$ cat src/rtl/apb_master_rr_arbiter.sv
// Two-requester APB master arbiter: round-robin grant onto one shared APB target,
// regenerated SETUP/ACCESS phases and an optional ACCESS-phase timeout.
module apb_master_rr_arbiter #(
    parameter int unsigned TIMEOUT_CYCLES = 0
) (
    input  logic        clk,
    input  logic        clk__enable,
    input  logic        reset_n,

    input  logic [31:0] apb_request_0__paddr,
    input  logic        apb_request_0__penable,
    input  logic        apb_request_0__psel,
    input  logic        apb_request_0__pwrite,
    input  logic [31:0] apb_request_0__pwdata,

    input  logic [31:0] apb_request_1__paddr,
    input  logic        apb_request_1__penable,
    input  logic        apb_request_1__psel,
    input  logic        apb_request_1__pwrite,
    input  logic [31:0] apb_request_1__pwdata,

    output logic [31:0] apb_response_0__prdata,
    output logic        apb_response_0__pready,
    output logic        apb_response_0__perr,

    output logic [31:0] apb_response_1__prdata,
    output logic        apb_response_1__pready,
    output logic        apb_response_1__perr,

    output logic [31:0] apb_request__paddr,
    output logic        apb_request__penable,
    output logic        apb_request__psel,
    output logic        apb_request__pwrite,
    output logic [31:0] apb_request__pwdata,

    input  logic [31:0] apb_response__prdata,
    input  logic        apb_response__pready,
    input  logic        apb_response__perr,

    output logic [1:0]  grant,
    output logic        timeout_event
);

    typedef enum logic [1:0] {
        IDLE   = 2'd0,
        SETUP  = 2'd1,
        ACCESS = 2'd2
    } state_e;

    localparam bit          TIMEOUT_EN   = (TIMEOUT_CYCLES != 0);
    localparam logic [15:0] TIMEOUT_LAST = TIMEOUT_EN ? 16'(TIMEOUT_CYCLES - 1) : 16'd0;

    state_e      state_q, state_d;
    logic [1:0]  grant_q, grant_d;
    logic        last_grant_q, last_grant_d;
    logic [15:0] count_q, count_d;
    logic        timeout_event_q, timeout_event_d;

    logic        winner;
    logic        timeout_hit;
    logic        resp_valid;
    logic [31:0] resp_data;
    logic        resp_err;

    // Requester penable carries no information: phases are regenerated here.
    logic unused_penable;
    assign unused_penable = apb_request_0__penable ^ apb_request_1__penable;

    assign timeout_hit = TIMEOUT_EN && (count_q == TIMEOUT_LAST);

    // NOTE: every output of this block gets a default first, so no path can leave a latch.
    always_comb begin
        state_d              = state_q;
        grant_d              = grant_q;
        last_grant_d         = last_grant_q;
        count_d              = count_q;
        timeout_event_d      = 1'b0;
        winner               = 1'b0;
        resp_valid           = 1'b0;
        resp_data            = 32'd0;
        resp_err             = 1'b0;
        apb_request__psel    = 1'b0;
        apb_request__penable = 1'b0;
        apb_request__paddr   = 32'd0;
        apb_request__pwrite  = 1'b0;
        apb_request__pwdata  = 32'd0;

        if (state_q != IDLE) begin
            apb_request__paddr  = grant_q[1] ? apb_request_1__paddr  : apb_request_0__paddr;
            apb_request__pwrite = grant_q[1] ? apb_request_1__pwrite : apb_request_0__pwrite;
            apb_request__pwdata = grant_q[1] ? apb_request_1__pwdata : apb_request_0__pwdata;
        end

        case (state_q)
            IDLE: begin
                if (apb_request_0__psel || apb_request_1__psel) begin
                    // On a tie the requester that did not win last time goes first.
                    winner       = (apb_request_0__psel && apb_request_1__psel) ?
                                   ~last_grant_q : apb_request_1__psel;
                    grant_d      = winner ? 2'b10 : 2'b01;
                    last_grant_d = winner;
                    state_d      = SETUP;
                end
            end
            SETUP: begin
                apb_request__psel = 1'b1;
                count_d           = 16'd0;
                state_d           = ACCESS;
            end
            ACCESS: begin
                apb_request__psel    = 1'b1;
                apb_request__penable = 1'b1;
                if (apb_response__pready) begin
                    resp_valid = 1'b1;
                    resp_data  = apb_response__prdata;
                    resp_err   = apb_response__perr;
                    state_d    = IDLE;
                    grant_d    = 2'b00;
                end else begin
                    count_d = count_q + 16'd1;
                    if (timeout_hit) begin
                        resp_valid      = 1'b1;
                        resp_err        = 1'b1;
                        timeout_event_d = 1'b1;
                        state_d         = IDLE;
                        grant_d         = 2'b00;
                    end
                end
            end
            default: begin
                state_d = IDLE;
                grant_d = 2'b00;
            end
        endcase
    end

    // A requester that dropped psel mid-transfer gets nothing back.
    always_comb begin
        apb_response_0__pready = resp_valid && grant_q[0] && apb_request_0__psel;
        apb_response_1__pready = resp_valid && grant_q[1] && apb_request_1__psel;
        apb_response_0__prdata = apb_response_0__pready ? resp_data : 32'd0;
        apb_response_1__prdata = apb_response_1__pready ? resp_data : 32'd0;
        apb_response_0__perr   = apb_response_0__pready && resp_err;
        apb_response_1__perr   = apb_response_1__pready && resp_err;
    end

    // NOTE: state registers use non-blocking assignments so every flop samples pre-edge values.
    always_ff @(posedge clk or negedge reset_n) begin
        if (!reset_n) begin
            state_q         <= IDLE;
            grant_q         <= 2'b00;
            last_grant_q    <= 1'b1;
            count_q         <= 16'd0;
            timeout_event_q <= 1'b0;
        end else if (clk__enable) begin
            state_q         <= state_d;
            grant_q         <= grant_d;
            last_grant_q    <= last_grant_d;
            count_q         <= count_d;
            timeout_event_q <= timeout_event_d;
        end
    end

    assign grant         = grant_q;
    assign timeout_event = timeout_event_q;

endmodule

$ cat config.mk
export PLATFORM = sky130hd
export DESIGN_NAME = apb_master_rr_arbiter
export DESIGN_NICKNAME = d
export VERILOG_FILES = /design/src/rtl/apb_master_rr_arbiter.sv
export SDC_FILE = /design/constraint.sdc
export NUM_CORES = 1
export LEC_CHECK = 0
export CAP_MARGIN = 30
export CORE_AREA = 2 2 120 122
export DETAILED_ROUTE_END_ITERATION = 12
export DIE_AREA = 0 0 122 124
export HOLD_SLACK_MARGIN = 0.15
export SYNTH_ARGS = -nofsm -noshare
export SYNTH_HDL_FRONTEND = slang
export SYNTH_SLANG_ARGS = --single-unit
$ cat constraint.sdc
create_clock -name clk -period 1.9 [get_ports clk]
set_input_delay 0.475 -clock clk [delete_from_list [all_inputs] [get_ports clk]]
set_output_delay 0.475 -clock clk [all_outputs]
set_load 0.01 [all_outputs]
==> results of run 1 <==
power by group through the flow:
stage,clock (mW),combinational (mW),sequential (mW)
final,0.348,6.46,0.253
after global routing,0.361,6.81,0.261
after global placement,0,3.98,0.215
after detailed placement,0,4.01,0.216
after floorplan,0,1.82,0.208
after CTS,0.351,4.42,0.241
worst max-delay path: cells and delay by family, from the launching register on:
family        cells  cell delay [ns]
fa+ha+maj         1             0.16
buf+inv           5             0.50
flops             1             0.40
simple gates      2             0.39
state kept, by name (all words and copies together), names as in the netlist:
register / count
grant: 2
last_grant_q: 1
state_q: 2
routing by layer:
layer / global-route usage, % / vias up / wire [um] / part of all wire (%)
li1: - / 1626 / - / -
met1: 14.9 / 1604 / 4870 / 33
met2: 30.8 / 225 / 8030 / 55
met3: 3.94 / 23 / 1360 / 9.3
met4: 3.52 / 2 / 308 / 2.1
met5: 0 / - / 13 / 0.089
cell usage in the layout (no fill, tap or decap), types with 9 or more instances in the layout:
master,count
mux2i_1,34
and2_4,59
and4_4,11
mux2i_4,18
buf_2,29
nor2_4,39
buf_6,129
buf_4,28
mux2i_2,13
buf_12,11
nor2_2,20
clkdlybuf4s50_1,166
clkbuf_16,9
cell type report:
| type | instances | area share [%] |
|---|---|---|
| inverter | 3 | 0.197 |
| tap | 180 | 3.23 |
| timing repair buffer | 387 | 58.9 |
| sequential | 5 | 1.88 |
| multi-input combinational | 231 | 34.7 |
| clock buffer | 4 | 1.13 |
worst paths after layout:
kind	startpoint	end	slack (ns)	cells past startpoint
setup / recovery	state_q[0]	apb_response_0__prdata[13]	-0.26	8
hold / removal	reset_n	state_q[0]	0.48	1
setup reg to reg	state_q[0]	state_q[1]	0.08	9
hold reg to reg	last_grant_q	last_grant_q	0.56	2
max in group asynchronous	reset_n	last_grant_q	1.16	1
min in group clk	last_grant_q	last_grant_q	0.56	2
what timing repair did:
| item | in CTS | in global routing |
|---|---|---|
| hold buffers | 0 | 0 |
| gates resized for setup | 602 | 312 |
| gates cloned | 13 | 8 |
| buffers inserted | 35 | 14 |
| pin swaps | 50 | 49 |
| endpoints found under the hold margin | 0 | 0 |
| setup endpoints to repair | 136 | 137 |
kinds of logic (layout without fill, tap and decap cells):
logic type / Yosys count / count (layout) / share of synthesized area (%)
other: 1 / 1 / 0.202
muxes: 66 / 66 / 35.8
and+or+nand+nor: 141 / 151 / 39.2
adders and majority gates: 4 / 4 / 2.69
DFF: 5 / 5 / 6.80
buffers and inverters: 27 / 394 / 11.4
AOI/OAI and AO/OA: 9 / 9 / 3.84
per-stage QoR:
stage / hold WS, ns / total power, mW / setup slack [ns]
floorplan: 0.179 / 2.03 / 0.113
global placement: 0.547 / 4.20 / -0.773
detailed placement: 0.552 / 4.23 / -0.775
CTS: 0.484 / 5.01 / -0.237
global route: 0.487 / 7.44 / -0.297
finish: 0.480 / 7.06 / -0.256
==> impl_metrics.env, run 1 <==
export IMPL_hold_viol_final=0
export IMPL_drive_gt1_share_pct=62.4
export IMPL_nNetsFinal=806
export IMPL_cp_data_arrival_time_ns=1.68
export IMPL_fin_ws_ns=-0.256
export IMPL_yosys_register_bits=5
export IMPL_synth_common_cells="66 x and2_1, 66 x nor2_1, 65 x mux2i_1"
export IMPL_fin_area_sq_um=6980
export IMPL_clk_pin_slew_ns=0.03
export IMPL_p_seq_share_pct=3.6
export IMPL_async_flop_share_pct=100
export IMPL_synth_ff_type="dfrtp_1"
export IMPL_synthesis_area_sq_um=1860
export IMPL_startpoint_type="flip-flop"
export IMPL_routabilityCongestion=0.730
export IMPL_final_util_pct=50.9
export IMPL_fin_crit_sh_pct=113
export IMPL_die_area_sq_um=15100
export IMPL_nFillCells=1223
export IMPL_cts_made_buffers=3
export IMPL_syn_num_nets=428
export IMPL_cts_max_level=1
export IMPL_seqCellArea_sq_um=131
export IMPL_intPower_mw=4.11
export IMPL_finalSetupTns_ns=-18.64
export IMPL_drt_pass1_iterations=4
export IMPL_end_kind="primary output"
export IMPL_crit_fanout=8
export IMPL_track_usage_pct=15.0
export IMPL_clock_fmax_mhz=464
export IMPL_cpPeakStageDelay_ns=0.40
export IMPL_cts_tree="built"
export IMPL_cp_common_cell="buf_6"
export IMPL_cp_required_ns=1.42
export IMPL_p_per_area_nw_per_um2=1010
export IMPL_finalSetupViolations=133
export IMPL_start_util_pct=13.6
export IMPL_p_sw_mw=2.95
export IMPL_ys_seq_area_share_pct=6.80
export IMPL_report_final_slew_viol_count=0
export IMPL_clock_latency_ns=0.23
export IMPL_synth_top_area_cell="mux2i_1"
export IMPL_rsz0062_at_grt="true"
export IMPL_clock_path_buffers=2
export IMPL_switching_share_pct=41.8
export IMPL_yosysUniqueCellTypes=29
export IMPL_synth_top_cell_area_share_pct=35.0
export IMPL_violations="setup timing"
export IMPL_synth_edf_count=0
export IMPL_grt_pass1_vias=3400
export IMPL_grt_max_degree=21
export IMPL_clock_power_share_pct=4.9
export IMPL_hold_path_class="primary input to async pin"
export IMPL_port_buffers=305
export IMPL_die_h_um=124
export IMPL_wl_per_cell_um=18.0
export IMPL_instances_no_fill=810
export IMPL_clock_sinks=5
export IMPL_dp_hpwl_mm=8.70
export IMPL_core_rowCount=43
export IMPL_antenna_cells=0
export IMPL_power_frac_comb_pct=91.5
export IMPL_routed_wl_mm=14.6
export IMPL_synth_area_leaders="mux2i_1 35%, and2_1 22%, nor2_1 13%"
export IMPL_drt_iter0_markers=75
export IMPL_multi_input_area_sq_um=2420
export IMPL_status="complete, but fails checks"
export IMPL_vdd_ir_drop_max_uv=734
export IMPL_grt_ovfl_total=0
export IMPL_worst_clock_skew_ns=0.00168
export IMPL_yosys_warnings=0
export IMPL_crit_slowest_cell="dfrtp_1"
export IMPL_drc=0
export IMPL_path_cells="inv_2 -> ha_4 -> buf_12 -> and4_4 -> buf_6 -> buf_6 -> and2_4 -> buf_6"
export IMPL_core_area_sq_um=13700
export IMPL_root_buffer="clkbuf_16"
export IMPL_fin_crit_ns=2.16
export IMPL_syn_area_per_cell_sq_um=7.35
export IMPL_grt_pass1_wl_mm=17.8
export IMPL_io_pins=309
export IMPL_antenna_found_initial=1
export IMPL_vias=3480
export IMPL_power_leakage_nw=2.93
export IMPL_critPathKind="flip-flop to primary output"
export IMPL_syn_to_final_growth_pct=275
export IMPL_postPlaceCellArea_sq_um=5170
export IMPL_ant_nets=0
export IMPL_die_w_um=122
export IMPL_dpl_cell_count=736
export IMPL_vias_per_cell=4.30
export IMPL_netlist_instances=253
export IMPL_max_cap_violations=0
Power figures use the tool's default switching activity.
==> inputs of run 2 (changes only) <==
Settings changed: MAX_ROUTING_LAYER set to met4.
==> run 2 against run 1 <==
  * Global-route usage up 0.42 points
  * Final area shrank 5.9%
  * Worst setup slack lost 0.011 ns
  * Largest power group unchanged
  * The run still ends with setup timing left
  * Largest cell class unchanged
==> impl_metrics.env, run 2 (same netlist as run 1, synthesis figures left out) <==
export IMPL_status="complete, but fails checks"
export IMPL_violations="setup timing"
export IMPL_clock_sinks=5
export IMPL_max_cap_violations=0
export IMPL_drt_iter0_markers=63
export IMPL_report_final_slew_viol_count=0
export IMPL_vias_per_cell=4.25
export IMPL_clk_pin_slew_ns=0.03
export IMPL_finalSetupTns_ns=-17.58
export IMPL_final_cell_mix="166 x clkdlybuf4s50_1, 121 x buf_6, 60 x and2_4, 53 x mux2i_1, 41 x buf_2"
export IMPL_final_common_cell="clkdlybuf4s50_1"
export IMPL_fin_crit_sh_pct=114
export IMPL_worst_clock_skew_ns=0.00110
export IMPL_syn_to_final_growth_pct=253
export IMPL_critPathKind="flip-flop to primary output"
export IMPL_cts_max_level=1
export IMPL_grt_pass1_vias=3411
export IMPL_hold_path_class="primary input to async pin"
export IMPL_drc=0
export IMPL_rrSetupSlack_ns=0.10
export IMPL_grt_max_degree=21
export IMPL_routabilityCongestion=0.738
export IMPL_clock_fmax_mhz=461
export IMPL_die_h_um=124
export IMPL_routed_wl_mm=13.9
export IMPL_finalSetupViolations=133
export IMPL_p_per_area_nw_per_um2=963
export IMPL_vias=3415
export IMPL_path_buf_inv=5
export IMPL_crit_fanout=8
export IMPL_startpoint_type="flip-flop"
export IMPL_crit_slowest_cell="dfrtp_1"
export IMPL_cts_made_buffers=3
export IMPL_clock_latency_ns=0.23
export IMPL_clock_path_buffers=2
export IMPL_core_rowCount=43
export IMPL_io_pins=309
export IMPL_vdd_ir_drop_max_uv=874
export IMPL_path_cells="inv_2 -> ha_4 -> buf_12 -> and4_4 -> buf_6 -> buf_6 -> and2_4 -> buf_6"
export IMPL_cp_common_cell="buf_6"
export IMPL_nFillCells=1290
export IMPL_drt_pass1_iterations=4
export IMPL_cpLargestDelayFamily="buffers and inverters"
export IMPL_rsz0062_at_grt="true"
export IMPL_dp_hpwl_mm=8.70
export IMPL_end_kind="primary output"
export IMPL_wl_per_cell_um=17.2
export IMPL_cpPeakStageDelay_ns=0.40
export IMPL_hold_worst_slack_ns=0.481
export IMPL_seqCellArea_sq_um=131
export IMPL_grt_pass1_wl_mm=17.8
export IMPL_cp_required_ns=1.42
export IMPL_grt_ovfl_total=0
export IMPL_nNetsFinal=799
export IMPL_r2r_cells=9
export IMPL_die_w_um=122
export IMPL_multi_input_area_sq_um=2160
export IMPL_port_buffers=305
export IMPL_fin_ws_ns=-0.267
export IMPL_start_util_pct=13.6
export IMPL_ant_nets=0
export IMPL_fin_crit_ns=2.17
export IMPL_track_usage_pct=15.5
export IMPL_hold_buffers=0
export IMPL_die_area_sq_um=15100
export IMPL_reg2reg_from="state_q[1]"
export IMPL_power_leakage_nw=2.82
export IMPL_cts_tree="built"
export IMPL_hold_viol_final=0
export IMPL_core_area_sq_um=13700
export IMPL_root_buffer="clkbuf_16"
export IMPL_cp_startpoint="state_q[0]"
export IMPL_drive_gt1_share_pct=57.5
export IMPL_antenna_found_initial=1
export IMPL_rr_endpoint="state_q[1]"
export IMPL_cp_data_arrival_time_ns=1.69
run 2: area by class of cell:
type,instances,share of cell area (%)
Antenna cell,1,0.0381
Timing Repair Buffer,380,60.3
Tap cell,180,3.43
Sequential cell,5,2.00
Multi-Input combinational cell,231,32.9
Inverter,3,0.210
Clock buffer,4,1.20
run 2: worst max path at each step:
stage	endpoint	slack, ns	cells after the start
6_report	apb_response_0__prdata[17]	-0.27	8
5_1_grt	apb_response_0__prdata[17]	-0.29	8
4_1_cts	apb_response_0__prdata[13]	-0.24	8
3_5_place_dp	apb_response_1__prdata[31]	-0.77	4
3_3_place_gp	apb_response_1__prdata[31]	-0.77	4
2_1_floorplan	apb_response_0__prdata[22]	0.11	5
run 2: repair_timing:
action / 4_1_cts / 5_1_grt
cloned: 13 / 3
setup buffers: 35 / 13
resized for setup: 602 / 255
pin swaps: 50 / 36
endpoints found under the setup margin: 136 / 137
run 2: through the flow:
stage | cells | worst slack (ns) | area (sq um) | utilization [%] | total power [mW]
after floorplan | 253 | 0.113 | 1860 | - | 2.03
after global placement | 736 | -0.773 | 5170 | 37.7 | 4.20
after detailed placement | 736 | -0.775 | 5170 | 37.7 | 4.23
after CTS | 788 | -0.237 | 5520 | 40.3 | 5.01
after global routing | 804 | -0.294 | 6570 | 47.9 | 6.68
final | 804 | -0.267 | 6570 | 47.9 | 6.32
run 2: power breakdown:
part	internal (mW)	total, mW	switching (mW)
sequential	0.172	0.255	0.0832
clock	0.278	0.347	0.0685
combinational	3.21	5.72	2.51
run 2: metal layers:
metal	share of wire (%)	wire [um]	GRT usage, %	vias to the layer above
li1	-	-	-	1609
met1	35	4870	15.4	1572
met2	54	7500	30.8	214
met3	8.4	1170	3.02	20
met4	2.3	322	3.52	0
met5	0	0	-	-
